<file path="config.mk">
export PLATFORM = sky130hd
export DESIGN_NAME = tl_ul_channel_buffer
export DESIGN_NICKNAME = d
export VERILOG_FILES = /design/src/rtl/tl_ul_channel_buffer.sv
export SDC_FILE = /design/constraint.sdc
export NUM_CORES = 1
export LEC_CHECK = 0
export CORE_ASPECT_RATIO = 0.75
export CORE_UTILIZATION = 35
export CTS_CLUSTER_DIAMETER = 50
export DETAILED_ROUTE_END_ITERATION = 10
export PLACE_DENSITY = 0.68
export SYNTH_ARGS = -nofsm -noshare
export SYNTH_HDL_FRONTEND = slang
export SYNTH_SLANG_ARGS = --single-unit
</file>
<file path="constraint.sdc">
create_clock -name clock -period 1.6 [get_ports clock]
set_input_delay 0.32 -clock clock [delete_from_list [all_inputs] [get_ports clock]]
set_output_delay 0.32 -clock clock [all_outputs]
set_load 0.02 [all_outputs]
</file>
<file path="src/rtl/tl_ul_channel_buffer.sv">
// tl_ul_channel_buffer: registered TileLink-UL stage with one 2-entry FIFO on
// the A channel and one on the D channel. Optional per-source outstanding
// tracking and sticky protocol-error flags under TL_BUF_SRC_TRACK_EN.

// 2-entry circular FIFO; ready/valid are decoded from the count flops only,
// so no combinational path runs from one side to the other.
module tl_ul_fifo2 #(
   parameter int W = 8
) (
   input  logic         clock,
   input  logic         reset_n,
   input  logic         in_valid,
   output logic         in_ready,
   input  logic [W-1:0] in_bits,
   output logic         out_valid,
   input  logic         out_ready,
   output logic [W-1:0] out_bits
);
   logic [1:0][W-1:0] mem;
   logic              wr_ptr, rd_ptr;
   logic [1:0]        count;
   logic              push, pop;

   assign in_ready  = (count != 2'd2);
   assign out_valid = (count != 2'd0);
   assign push      = in_valid & in_ready;
   assign pop       = out_valid & out_ready;
   assign out_bits  = mem[rd_ptr];

   // storage, pointers and occupancy; simultaneous push/pop keeps count
   always_ff @(posedge clock or negedge reset_n) begin
      if (!reset_n) begin
         mem    <= '0;
         wr_ptr <= 1'b0;
         rd_ptr <= 1'b0;
         count  <= 2'd0;
      end else begin
         if (push) begin
            mem[wr_ptr] <= in_bits;
            wr_ptr      <= ~wr_ptr;
         end
         if (pop) rd_ptr <= ~rd_ptr;
         case ({push, pop})
            2'b10:   count <= count + 2'd1;
            2'b01:   count <= count - 2'd1;
            default: count <= count;
         endcase
      end
   end
endmodule

module tl_ul_channel_buffer #(
   parameter int ADDR_W = 32,
   parameter int DATA_W = 32,
   parameter int SRC_W  = 2,
   parameter int SZ_W   = 2,
   parameter int A_W    = 3+3+SZ_W+SRC_W+ADDR_W+DATA_W/8+DATA_W+1,
   parameter int D_W    = 3+2+SZ_W+SRC_W+1+1+DATA_W+1
) (
   input  logic                  clock,
   input  logic                  reset_n,
   input  logic                  in_a_valid,
   output logic                  in_a_ready,
   input  logic [A_W-1:0]        in_a_bits,
   output logic                  out_a_valid,
   input  logic                  out_a_ready,
   output logic [A_W-1:0]        out_a_bits,
   input  logic                  out_d_valid,
   output logic                  out_d_ready,
   input  logic [D_W-1:0]        out_d_bits,
   output logic                  in_d_valid,
   input  logic                  in_d_ready,
   output logic [D_W-1:0]        in_d_bits,
   output logic [2**SRC_W-1:0]   busy_o,
   output logic [1:0]            err_o
);
   tl_ul_fifo2 #(.W(A_W)) u_a_fifo (
      .clock(clock), .reset_n(reset_n),
      .in_valid(in_a_valid), .in_ready(in_a_ready), .in_bits(in_a_bits),
      .out_valid(out_a_valid), .out_ready(out_a_ready), .out_bits(out_a_bits)
   );

   tl_ul_fifo2 #(.W(D_W)) u_d_fifo (
      .clock(clock), .reset_n(reset_n),
      .in_valid(out_d_valid), .in_ready(out_d_ready), .in_bits(out_d_bits),
      .out_valid(in_d_valid), .out_ready(in_d_ready), .out_bits(in_d_bits)
   );

`ifdef TL_BUF_SRC_TRACK_EN
   // source field offsets within the packed beats (counted from the LSB)
   localparam int A_SRC_LSB = 1 + DATA_W + DATA_W/8 + ADDR_W;
   localparam int D_SRC_LSB = 1 + DATA_W + 1 + 1;

   logic [2**SRC_W-1:0] busy_q, busy_clr, busy_nxt;
   logic [1:0]          err_q, err_nxt;
   logic [SRC_W-1:0]    a_src, d_src;
   logic                a_fire, d_fire;

   // tracking taps the downstream side, where the monitor sees the link
   assign a_fire = out_a_valid & out_a_ready;
   assign d_fire = out_d_valid & out_d_ready;
   assign a_src  = out_a_bits[A_SRC_LSB +: SRC_W];
   assign d_src  = out_d_bits[D_SRC_LSB +: SRC_W];

   // D clear is applied before the A set, so a same-cycle retire+reissue
   // of one source leaves it busy without flagging reuse
   always_comb begin
      busy_clr = busy_q;
      err_nxt  = err_q;
      if (d_fire) begin
         if (!busy_clr[d_src]) err_nxt[1] = 1'b1;
         busy_clr[d_src] = 1'b0;
      end
      busy_nxt = busy_clr;
      if (a_fire) begin
         if (busy_clr[a_src]) err_nxt[0] = 1'b1;
         busy_nxt[a_src] = 1'b1;
      end
   end

   // outstanding bitmap and sticky error flags
   always_ff @(posedge clock or negedge reset_n) begin
      if (!reset_n) begin
         busy_q <= '0;
         err_q  <= '0;
      end else begin
         busy_q <= busy_nxt;
         err_q  <= err_nxt;
      end
   end

   assign busy_o = busy_q;
   assign err_o  = err_q;
`else
   assign busy_o = '0;
   assign err_o  = '0;
`endif
endmodule
</file>
==> results.toml <==
[critical_path]
rr_startpoint = "u_a_fifo.count[1]"
path_cells = "buf_8 > buf_8 > buf_6 > mux2_4 > buf_6"
cp-start-kind = "register"
cpMaxStageDelayCell = "dfrtp_4"
reg2reg_depth = 7
crit_fanout = 5
r2r_setup_slack_ns = -0.09
required_ns = 1.28
worstPathArrival_ns = 1.90
r2r_end = "u_a_fifo.mem[64]"
crit_type = "register to primary output"
slowest_delay_ns = 0.50
critPathCaptureType = "primary output"

[clock_tree]
cts.sinks = 254
cts.clk_slew.worst_paths_ns = 0.06
root_buffer = "clkbuf_16"
cts_tree = "yes"
clkLatencyLatePin_ns = 0.55
h-tree-depth = 1
clk_path_buf_depth = 3
numCtsBuffers = 29

[logic_synthesis]
ys_seq_area_share_pct = 57.0
synth.cell_area_mm2 = 0.0111
yosysUniqueCellTypes = 20
synthCells = 698
yosys_warnings = 0
ys_ff_latch = 254
avgSynthCellArea_um2 = 16.0

[global_routing]
grt_pass1_wl_um = 42000
overflow = 0
grt_max_degree = 55
antenna_found_initial = 0
grt_pass1_vias = 7366
grt_use_total_pct = 16.2

[min_path]
hold_class = "input pin to asynchronous set/reset pin"

[drt]
via_count = 7012
routed_via_density = 4.77
dr.pass1.iters = 4
post-route-drc-count = 0
post_drt_wl_per_cell_um = 20.2
ant_nets = 0
first_iter_violations = 247
wirelength_um = 29800

[power]
power_density_mw_per_mm2 = 2450
ir_drop_uv = 1310
p_leak_nw = 7.45
p_total_mw = 41.1

[sta]
slew_violations = 0
rsz0062_at_grt = "true"
finalHoldViolCount = 0
hold_ws_ns = 0.295
fin_crit_sh_pct = 139
setup_tns_ns = -68.00
min_period_ns = 2.22
setup_ws_ns = -0.618
setup_viol = 248
skew_ns = 0.0187
max_freq_mhz = 451

[placement]
placed_cell_area_mm2 = 0.0144
dp_hpwl_um = 17600
portBuffers = 255
gp_congestion = 0.726
place_inst = 1354

[die]
die_h_um = 157
rows = 56
fp.dieW_um = 208
initial_core_util_pct = 35.6
die_area_mm2 = 0.0326
pin_count = 262
core_area_mm2 = 0.0313

[outcome]
violations = "negative setup slack"
outcome = "finished, violations left"

[cells_and_area]
diodes = 0
fillers = 2589
syn2layout_area_growth_pct = 50.2
design_area_mm2 = 0.0167
final_common_cell = "dfrtp_1"
nets = 1174
stdcell_count = 1471
mostFrequentLayoutCells = "252 x dfrtp_1, 240 x mux2_2, 129 x mux2_4"
drive_gt1_share_pct = 62.3

[job]
drv_cap = 0
==> worst max path at each step <==
stage / startpoint / endpoint / cells past startpoint
after floorplan: u_a_fifo.rd_ptr / out_a_bits[0] / 3
after global placement: u_a_fifo.rd_ptr / out_a_bits[78] / 3
after detailed placement: u_a_fifo.rd_ptr / out_a_bits[78] / 3
after CTS: u_a_fifo.rd_ptr / out_a_bits[65] / 4
after global routing: u_a_fifo.rd_ptr / out_a_bits[52] / 5
final: u_a_fifo.rd_ptr / out_a_bits[52] / 5
==> cells in the mapped netlist, drive strengths merged <==
| library cell | instances | area [um2] |
|---|---|---|
| and2 | 2 | 12.5 |
| and3 | 2 | 17.5 |
| and3b | 2 | 17.5 |
| buf | 39 | 309 |
| clkbuf | 9 | 33.8 |
| conb | 1 | 3.75 |
| dfrtp | 254 | 6360 |
| ha | 2 | 25.0 |
| mux2 | 369 | 4230 |
| nand2 | 2 | 7.51 |
| nand2b | 2 | 27.5 |
| nor2 | 2 | 7.51 |
| or2 | 2 | 12.5 |
| xnor2 | 6 | 52.6 |
| xor2 | 4 | 35.0 |
==> metrics by stage <==
stage	util, %	setup WS (ns)
floorplan	-	-0.00837
global placement	45.9	-0.394
detailed placement	45.9	-0.384
CTS	49.2	-0.672
global route	53.5	-0.680
finish	53.5	-0.618
==> cell families (layout without fill, tap and decap cells) <==
family,Yosys count,after routing,synth area share [%]
buf+inv,48,410,3.08
fa+ha+maj,2,2,0.224
mux,369,369,37.9
flops,254,254,57.0
xor+xnor,10,10,0.786
simple gates,14,14,0.920
other cells,1,6,0.0336
==> final cells by class <==
cell class / count / area (um2) / area share [%]
flip-flops and latches: 254 / 6360 / 38.0
clock buffers: 37 / 826 / 4.93
well taps: 406 / 508 / 3.03
clock inverters: 16 / 206 / 1.23
repair buffers: 357 / 3930 / 23.5
multi-input cells: 401 / 4910 / 29.3
==> power breakdown <==
| part | total, mW | internal, mW | switching [mW] |
|---|---|---|---|
| clock | 7.08 | 4.31 | 2.77 |
| combinational | 22.4 | 13.1 | 9.31 |
| sequential | 11.6 | 9.79 | 1.83 |
==> layer usage <==
layer  global-route usage, %  wire length (um)  up-vias
met3                    3.95              1300       36
met4                    3.46               487        0
met2                    25.2             13600      143
met1                    22.8             14300     3656
met5                       0                 0        -
li1                        -                 -     3177
==> state kept, by name, summed over array words and instances, names as in the netlist <==
register and flops:
u_a_fifo.count 2, u_a_fifo.wr_ptr 1, u_a_fifo.mem 158, u_d_fifo.rd_ptr 1, u_a_fifo.rd_ptr 1, u_d_fifo.mem 88, u_d_fifo.wr_ptr 1, u_d_fifo.count 2
==> critical path, delay by kind of cell, from the launching register on <==
kind	cells	cell delay (ns)
buf+inv	4	0.53
flops	1	0.50
mux	1	0.30
==> repair_timing <==
action / CTS / global route
gates resized for setup: 599 / 232
hold endpoints to repair: 45 / 0
hold buffers: 1 / 0
pin swaps: 1 / 5
setup buffers: 16 / 26
gates cloned: 3 / 20
setup endpoints to repair: 127 / 225
Power figures use the tool's default switching activity.
